<file path="config.mk">
export PLATFORM = sky130hd
export DESIGN_NAME = jtag_host_shifter_flat
export DESIGN_NICKNAME = d
export VERILOG_FILES = /design/src/rtl/jtag_host_shifter_pkg.sv /design/src/rtl/jtag_host_shifter_if.sv /design/src/rtl/jtag_host_shifter_tck_gen.sv /design/src/rtl/jtag_host_shifter.sv /design/src/flat_wrapper.sv
export SDC_FILE = /design/constraint.sdc
export NUM_CORES = 1
export LEC_CHECK = 0
export CAP_MARGIN = 20
export CELL_PAD_IN_SITES_DETAIL_PLACEMENT = 1
export CELL_PAD_IN_SITES_GLOBAL_PLACEMENT = 2
export CORE_MARGIN = 10
export CORE_UTILIZATION = 37
export DETAILED_ROUTE_END_ITERATION = 10
export HOLD_SLACK_MARGIN = 0.15
export PLACE_DENSITY = 0.82
export SLEW_MARGIN = 20
export SYNTH_ARGS = -nofsm -noshare
export SYNTH_HDL_FRONTEND = slang
export SYNTH_SLANG_ARGS = --single-unit
</file>
<file path="constraint.sdc">
create_clock -name clk_i -period 9.8 [get_ports clk_i]
set_input_delay 1.47 -clock clk_i [delete_from_list [all_inputs] [get_ports clk_i]]
set_output_delay 1.47 -clock clk_i [all_outputs]
set_load 0.1 [all_outputs]
</file>
<file path="src/rtl/jtag_host_shifter_pkg.sv">
// Shared types for the JTAG host shifter: FSM states, command record, divider limit.
// JTAG_HOST_TRST_EN adds the TRST state and the trst field of the command.
package jtag_host_pkg;

    localparam int CLK_DIV_MIN = 2;
    // Command record is sized for the widest supported command.
    localparam int CMD_DATA_W  = 32;
    localparam int CMD_LEN_W   = 5;

    typedef enum logic [2:0] {
        IDLE,
        LOW,
        HIGH,
        DONE
`ifdef JTAG_HOST_TRST_EN
        , TRST
`endif
    } state_t;

    typedef struct packed {
        logic [CMD_LEN_W-1:0]  len;
        logic [CMD_DATA_W-1:0] tms;
        logic [CMD_DATA_W-1:0] tdi;
`ifdef JTAG_HOST_TRST_EN
        logic                  trst;
`endif
    } cmd_t;

endpackage

</file>
<file path="src/rtl/jtag_host_shifter_if.sv">
// Command/response channels of the JTAG host shifter (valid/ready on both sides).
// JTAG_HOST_TRST_EN adds cmd_trst_i.
interface jtag_host_shifter_if #(
    parameter int DATA_W = 32,
    parameter int LEN_W  = 5
);
    logic              cmd_valid_i;
    logic              cmd_ready_o;
    logic [LEN_W-1:0]  cmd_len_i;
    logic [DATA_W-1:0] cmd_tms_i;
    logic [DATA_W-1:0] cmd_tdi_i;
    logic              rsp_valid_o;
    logic              rsp_ready_i;
    logic [DATA_W-1:0] rsp_tdo_o;
`ifdef JTAG_HOST_TRST_EN
    logic              cmd_trst_i;
`endif

    modport master (
        input  cmd_ready_o, rsp_valid_o, rsp_tdo_o,
        output cmd_valid_i, cmd_len_i, cmd_tms_i, cmd_tdi_i, rsp_ready_i
`ifdef JTAG_HOST_TRST_EN
        , cmd_trst_i
`endif
    );

    modport slave (
        output cmd_ready_o, rsp_valid_o, rsp_tdo_o,
        input  cmd_valid_i, cmd_len_i, cmd_tms_i, cmd_tdi_i, rsp_ready_i
`ifdef JTAG_HOST_TRST_EN
        , cmd_trst_i
`endif
    );
endinterface

</file>
<file path="src/rtl/jtag_host_shifter_tck_gen.sv">
// TCK half-period timer: counts clk cycles while enabled and strobes half_done
// on the last cycle of every CLK_DIV-cycle half-period.
module jtag_host_tck_gen #(
    parameter int CLK_DIV = 4
) (
    input  logic clk,
    input  logic rst,
    input  logic en,
    input  logic clear,
    output logic half_done
);
    localparam int CNT_W = $clog2(CLK_DIV);

    logic [CNT_W-1:0] cnt_q;

    assign half_done = en && (cnt_q == CNT_W'(CLK_DIV - 1));

    always_ff @(posedge clk or posedge rst) begin
        if (rst)
            cnt_q <= '0;
        else if (clear || !en || half_done)
            cnt_q <= '0;
        else
            cnt_q <= cnt_q + CNT_W'(1);
    end
endmodule

</file>
<file path="src/rtl/jtag_host_shifter.sv">
// JTAG host: shifts TMS/TDI bit vectors into a TAP with a divided TCK and returns TDO.
// JTAG_HOST_TRST_EN adds TRST-pulse commands (cmd_trst_i, trst_no).
module jtag_host_shifter
    import jtag_host_pkg::*;
#(
    parameter int DATA_W  = 32,
    parameter int LEN_W   = 5,
    parameter int CLK_DIV = 4
) (
    input  logic                 clk_i,
    input  logic                 rst_i,
    jtag_host_shifter_if.slave   bus,
    output logic                 busy_o,
    output logic                 tck_o,
    output logic                 tms_o,
    output logic                 tdi_o,
    input  logic                 tdo_i
`ifdef JTAG_HOST_TRST_EN
    , output logic               trst_no
`endif
);
    generate
        if (CLK_DIV < CLK_DIV_MIN) begin : g_bad_div
            $error("CLK_DIV must be >= %0d", CLK_DIV_MIN);
        end
        if (LEN_W != $clog2(DATA_W)) begin : g_bad_len
            $error("LEN_W must equal clog2(DATA_W)");
        end
        if (DATA_W > CMD_DATA_W) begin : g_bad_data
            $error("DATA_W exceeds the command record width");
        end
    endgenerate

    state_t            state_q, state_n;
    cmd_t              cmd_q, cmd_n;
    logic [LEN_W-1:0]  bit_cnt_q, bit_cnt_n;
    logic [DATA_W-1:0] tdo_q, tdo_n;
    logic              tck_q, tck_n, tms_q, tms_n, tdi_q, tdi_n;
    logic              rsp_valid_q, rsp_valid_n;
    logic              accept, half_done, tck_en;
    logic [DATA_W-1:0] tms_vec, tdi_vec;
`ifdef JTAG_HOST_TRST_EN
    logic              trst_no_q, trst_no_n;
`endif

    assign accept  = (state_q == IDLE) && bus.cmd_valid_i;
    assign tms_vec = cmd_q.tms[DATA_W-1:0];
    assign tdi_vec = cmd_q.tdi[DATA_W-1:0];
`ifdef JTAG_HOST_TRST_EN
    assign tck_en  = (state_q == LOW) || (state_q == HIGH) || (state_q == TRST);
`else
    assign tck_en  = (state_q == LOW) || (state_q == HIGH);
`endif

    jtag_host_tck_gen #(.CLK_DIV(CLK_DIV)) u_tck_gen (
        .clk       (clk_i),
        .rst       (rst_i),
        .en        (tck_en),
        .clear     (accept),
        .half_done (half_done)
    );

    always_comb begin
        state_n     = state_q;
        cmd_n       = cmd_q;
        bit_cnt_n   = bit_cnt_q;
        tdo_n       = tdo_q;
        tck_n       = tck_q;
        tms_n       = tms_q;
        tdi_n       = tdi_q;
        rsp_valid_n = rsp_valid_q;
`ifdef JTAG_HOST_TRST_EN
        trst_no_n   = 1'b1;
`endif
        case (state_q)
            IDLE: if (bus.cmd_valid_i) begin
                cmd_n.len = bus.cmd_len_i;
                cmd_n.tms = bus.cmd_tms_i;
                cmd_n.tdi = bus.cmd_tdi_i;
                tdo_n     = '0;
                bit_cnt_n = '0;
`ifdef JTAG_HOST_TRST_EN
                cmd_n.trst = bus.cmd_trst_i;
                if (bus.cmd_trst_i) begin
                    state_n   = TRST;
                    tms_n     = 1'b1;
                    trst_no_n = 1'b0;
                end else
`endif
                begin
                    // First bit is on the pins from the first LOW cycle.
                    state_n = LOW;
                    tms_n   = bus.cmd_tms_i[0];
                    tdi_n   = bus.cmd_tdi_i[0];
                end
            end
            LOW: if (half_done) begin
                state_n            = HIGH;
                tck_n              = 1'b1;
                tdo_n[bit_cnt_q]   = tdo_i;
            end
            HIGH: if (half_done) begin
                tck_n = 1'b0;
                if (bit_cnt_q == cmd_q.len[LEN_W-1:0]) begin
                    state_n     = DONE;
                    rsp_valid_n = 1'b1;
                end else begin
                    bit_cnt_n = bit_cnt_q + LEN_W'(1);
                    state_n   = LOW;
                    tms_n     = tms_vec[bit_cnt_n];
                    tdi_n     = tdi_vec[bit_cnt_n];
                end
            end
            DONE: if (bus.rsp_ready_i) begin
                state_n     = IDLE;
                rsp_valid_n = 1'b0;
            end
`ifdef JTAG_HOST_TRST_EN
            // Two half-periods of TRST low; bit_cnt[0] marks the second one.
            TRST: begin
                trst_no_n = ~cmd_q.trst;
                if (half_done) begin
                    if (bit_cnt_q[0]) begin
                        state_n     = DONE;
                        rsp_valid_n = 1'b1;
                        trst_no_n   = 1'b1;
                    end else begin
                        bit_cnt_n = bit_cnt_q + LEN_W'(1);
                    end
                end
            end
`endif
            default: state_n = IDLE;
        endcase
    end

    always_ff @(posedge clk_i or posedge rst_i) begin
        if (rst_i) begin
            state_q     <= IDLE;
            cmd_q       <= '0;
            bit_cnt_q   <= '0;
            tdo_q       <= '0;
            tck_q       <= 1'b0;
            tms_q       <= 1'b1;
            tdi_q       <= 1'b0;
            rsp_valid_q <= 1'b0;
`ifdef JTAG_HOST_TRST_EN
            trst_no_q   <= 1'b0;
`endif
        end else begin
            state_q     <= state_n;
            cmd_q       <= cmd_n;
            bit_cnt_q   <= bit_cnt_n;
            tdo_q       <= tdo_n;
            tck_q       <= tck_n;
            tms_q       <= tms_n;
            tdi_q       <= tdi_n;
            rsp_valid_q <= rsp_valid_n;
`ifdef JTAG_HOST_TRST_EN
            trst_no_q   <= trst_no_n;
`endif
        end
    end

    assign bus.cmd_ready_o = (state_q == IDLE);
    assign bus.rsp_valid_o = rsp_valid_q;
    assign bus.rsp_tdo_o   = tdo_q;
    assign busy_o          = (state_q != IDLE);
    assign tck_o           = tck_q;
    assign tms_o           = tms_q;
    assign tdi_o           = tdi_q;
`ifdef JTAG_HOST_TRST_EN
    assign trst_no         = trst_no_q;
`endif
endmodule

</file>
<file path="src/flat_wrapper.sv">
// flat-port wrapper written by rule: the top's interface ports become plain ports
module jtag_host_shifter_flat import jtag_host_pkg::*;
#(
    parameter int DATA_W  = 32,
    parameter int LEN_W   = 5,
    parameter int CLK_DIV = 4
)
  (clk_i, rst_i, busy_o, tck_o, tms_o, tdi_o, tdo_i, bus_cmd_ready_o, bus_rsp_valid_o, bus_rsp_tdo_o, bus_cmd_valid_i, bus_cmd_len_i, bus_cmd_tms_i, bus_cmd_tdi_i, bus_rsp_ready_i);
  jtag_host_shifter_if #(.DATA_W(DATA_W), .LEN_W(LEN_W)) bus_i ();
  input  logic clk_i;
  input  logic rst_i;
  output logic busy_o;
  output logic tck_o;
  output logic tms_o;
  output logic tdi_o;
  input  logic tdo_i;
  output wire logic [$bits(bus_i.cmd_ready_o)-1:0] bus_cmd_ready_o;
  output wire logic [$bits(bus_i.rsp_valid_o)-1:0] bus_rsp_valid_o;
  output wire logic [$bits(bus_i.rsp_tdo_o)-1:0] bus_rsp_tdo_o;
  input wire logic [$bits(bus_i.cmd_valid_i)-1:0] bus_cmd_valid_i;
  input wire logic [$bits(bus_i.cmd_len_i)-1:0] bus_cmd_len_i;
  input wire logic [$bits(bus_i.cmd_tms_i)-1:0] bus_cmd_tms_i;
  input wire logic [$bits(bus_i.cmd_tdi_i)-1:0] bus_cmd_tdi_i;
  input wire logic [$bits(bus_i.rsp_ready_i)-1:0] bus_rsp_ready_i;
  assign bus_cmd_ready_o = bus_i.cmd_ready_o;
  assign bus_rsp_valid_o = bus_i.rsp_valid_o;
  assign bus_rsp_tdo_o = bus_i.rsp_tdo_o;
  assign bus_i.cmd_valid_i = bus_cmd_valid_i;
  assign bus_i.cmd_len_i = bus_cmd_len_i;
  assign bus_i.cmd_tms_i = bus_cmd_tms_i;
  assign bus_i.cmd_tdi_i = bus_cmd_tdi_i;
  assign bus_i.rsp_ready_i = bus_rsp_ready_i;
  jtag_host_shifter #(.DATA_W(DATA_W), .LEN_W(LEN_W), .CLK_DIV(CLK_DIV)) u_core (.clk_i(clk_i), .rst_i(rst_i), .bus(bus_i), .busy_o(busy_o), .tck_o(tck_o), .tms_o(tms_o), .tdi_o(tdi_o), .tdo_i(tdo_i));
endmodule
</file>
==> impl_metrics.csv <==
group,metric,value,unit
timing,whs,0.4454,ns
clock_tree,clk_path_buf_depth,2,
floorplan,die_y,142.5,um
critical_path,cp-start-kind,"register",
cells_and_area,fin_nets,634,
pwr,p_sw,638.3,uW
grt,grtUsageTotal,16.01,%
logic_synthesis,yosysMostFrequentCell,"dfrtp_1",
timing,worst_pin_slew,0.9883,ns
cells_and_area,fin_cells,748,
timing,hold_violations,0,
floorplan,start_util,37.94,%
logic_synthesis,yosys_warnings,0,
logic_synthesis,synth-main-ff-cell,"dfrtp_1",
clock_tree,clock_latency,0.42,ns
floorplan,core_area,0.01464,mm^2
critical_path,crit_path_end_kind,"output pin",
placement,dp_cells,716,
logic_synthesis,synth_top_area_cell,"dfrtp_1",
drt,dr_wl_met2,7.852,mm
logic_synthesis,syn_inst,446,
clock_tree,cts_hold_buf,0,
logic_synthesis,synthArstFlopShare,100.0,%
pwr,power_frac_seq,36.0,%
critical_path,path_class,"reg2out",
floorplan,ioPinCount,112,
critical_path,r2r_start,"u_core.bit_cnt_q[0]$_DFFE_PP0P_",
drt,wl_met1,6.529,mm
placement,port_buffers,111,
logic_synthesis,synth_area,0.005555,mm^2
drt,drt_iter0_markers,160,
logic_synthesis,synth-edff-count,0,
logic_synthesis,syn_area_per_cell,12.46,um^2
timing,relSlewSlack,33.91,%
logic_synthesis,ys_ff_latch,114,
critical_path,crit_path_start,"u_core.state_q[0]$_DFFE_PP0P_",
drt,top_layer_used,"met4",
placement,routabilityCongestion,0.7496,
critical_path,critPathMaxFanout,6,
drt,wl_met3,850,um
grt,grt-ovfl-total,0,
timing,drv_slew,0,
drt,wl_per_cell,20.66,um
logic_synthesis,synth_top_area_share,50.90,%
grt,grt_pass1_wl,25.42,mm
cells_and_area,stdcell_area,0.007395,mm^2
pwr,p_leak,0.003026,uW
cells_and_area,insertedDiodeCount,0,
placement,hpwl,10.92,mm
logic_synthesis,synth_cell_types,46,
logic_synthesis,synth.top_cells.by_count,"dfrtp_1 (113), mux2_2 (73), o21ai_0 (71)",
timing,clock_skew,0.007859,ns
critical_path,worst-endpoint-arrival,2.42,ns
floorplan,die_w,142.5,um
min_path,hp-class,"reg2reg",
grt,antenna_found_initial,0,
pwr,ir_worst_vdd,0.1203,mV
timing,rsz0062_at_grt,"no",
drt,postRouteAntennaNets,0,
logic_synthesis,ys_top_cells_by_area,"dfrtp_1 (51%), mux2_2 (15%), o21ai_0 (6.4%)",
pwr,power_density,271.4,mW/mm^2
grt,grt_pass1_vias,4688,
drt,vias,4029,
clock_tree,path_clk_slew,0.06,ns
floorplan,dieArea,0.02032,mm^2
pwr,clkPwrFrac,31.6,%
placement,post_dp_cell_area,0.006779,mm^2
grt,grt_max_degree,75,
clock_tree,clkSinkCount,114,
drt,first_pass_iters,4,
logic_synthesis,syn_nets,529,
timing,finalCritPeriodShare,39.72,%
outcome,status,"complete, no violations",
drt,via_per_inst,5.386,
logic_synthesis,ys_seq_area_share,51.37,%
run,cap_violations,0,
clock_tree,post_cts_resized,0,
drt,drc,0,
clock_tree,root_buffer,"clkbuf_16",
clock_tree,htree_levels,4,
pwr,comb_power_share,32.3,%
critical_path,regToRegSetupSlack,6.28,ns
clock_tree,cts_buffers,17,
timing,setup_viol_count_final,0,
min_path,hold_path_startpoint,"u_core.u_tck_gen.cnt_q[0]$_DFF_PP0_",
clock_tree,cts_setup_buffers,0,
drt,wl,15.46,mm
timing,fin_crit,3.892,ns
pwr,swShare,31.81,%
clock_tree,tritoncts,"built",
cells_and_area,syn2layout_area_growth,33.11,%
timing,fin_tns_setup,0,ns
timing,max_freq,0.2569,GHz
floorplan,rows,44,
pwr,p_int,1368,uW
critical_path,cp.required,8.33,ns
cells_and_area,drive_gt1_share,21.99,%
cells_and_area,fill_cells,1513,
[through the flow]
| stage | setup WS, ns | utilization (%) | total power [uW] |
|---|---|---|---|
| after floorplan | 5.316 | - | 1199 |
| after global placement | 6.195 | 46.29 | 1342 |
| after detailed placement | 6.179 | 46.29 | 1380 |
| after CTS | 5.888 | 50.48 | 2033 |
| after global routing | 5.796 | 50.50 | 2126 |
| final | 5.908 | 50.50 | 2007 |
[logic make-up (layout without fill, tap and decap cells)]
group                    after synthesis  after routing  share of synthesized area (%)
flip-flops                           114            114                          51.37
AO/OA/AOI/OAI                        119            119                          12.91
adder cells (fa/ha/maj)                9              9                          2.027
XOR/XNOR                               9              9                          1.554
multiplexers                          95             95                          23.13
AND/OR/NAND/NOR                       63             63                          5.788
buffers and inverters                 37            155                          3.221
[power by group through the flow]
stage	Sequential (uW)	Combinational (uW)	Clock, uW
global route	744	709	673
global placement	714	628	0
detailed placement	729	651	0
CTS	725	658	649
floorplan	732	466	0
finish	723	649	635
[metal layers]
layer | GRT usage (%) | up-vias
li1 | - | 1847
met1 | 18.16 | 2064
met2 | 27.78 | 99
met3 | 5.474 | 19
met4 | 4.995 | 0
met5 | 0 | -
[critical path, cell delays in order, from the launching register on]
cell and delay [ns]:
dfrtp_1 0.40, inv_1 0.14, ha_1 0.29, clkdlybuf4s50_1 1.17
[area by class of cell]
| type | count | area (um^2) | share of cell area (%) |
|---|---|---|---|
| timing repair buffer | 114 | 1134 | 15.33 |
| tap | 184 | 230.2 | 3.113 |
| sequential | 114 | 2854 | 38.60 |
| clock buffer | 20 | 456.7 | 6.176 |
| multi-input combinational | 295 | 2527 | 34.18 |
| inverter | 9 | 36.28 | 0.4907 |
| clock inverter | 12 | 156.4 | 2.115 |
[sequential cells by signal, summed over array words and instances, names as in the netlist]
name and count:
u_core.bit_cnt_q 5, u_core.bus.rsp_tdo_o 32, u_core.bus.rsp_valid_o 1, u_core.cmd_q 5, u_core.state_q 2, u_core.tck_o 1, u_core.tdi_o 1, u_core.tdi_vec 32
u_core.tms_o 1, u_core.tms_vec 32, u_core.u_tck_gen.cnt_q 2
[worst paths after layout]
kind                                                   endpoint  cells after the start
max                                             bus_cmd_ready_o                      3
min                         u_core.u_tck_gen.cnt_q[0]$_DFF_PP0_                      1
max reg2reg                            u_core.tms_o$_DFFE_PP1P_                      6
min reg2reg                 u_core.u_tck_gen.cnt_q[0]$_DFF_PP0_                      1
max in group asynchronous  u_core.bus.rsp_tdo_o[15]$_DFFE_PP0P_                      3
min in group asynchronous        u_core.tdi_vec[19]$_DFFE_PP0P_                      2
[layout by cell type, fill, tap and decap left out, drive strengths merged, types with 2 or more instances in the layout]
cell,count
buf,3
nor2,10
nand2,19
a21oi,2
o211ai,2
mux4,17
clkbuf,20
a21boi,31
clkdlybuf4s50,111
nand2b,5
clkinv,4
clkinvlp,4
nand3,7
nor2b,2
and3,2
nand4,2
xor2,8
a31oi,3
nor3,4
bufinv,3
nor4,2
and2,5
mux2,73
mux2i,5
dfrtp,113
inv,10
o21ai,72
ha,9
Note: power is estimated with default switching activity, not from simulation.
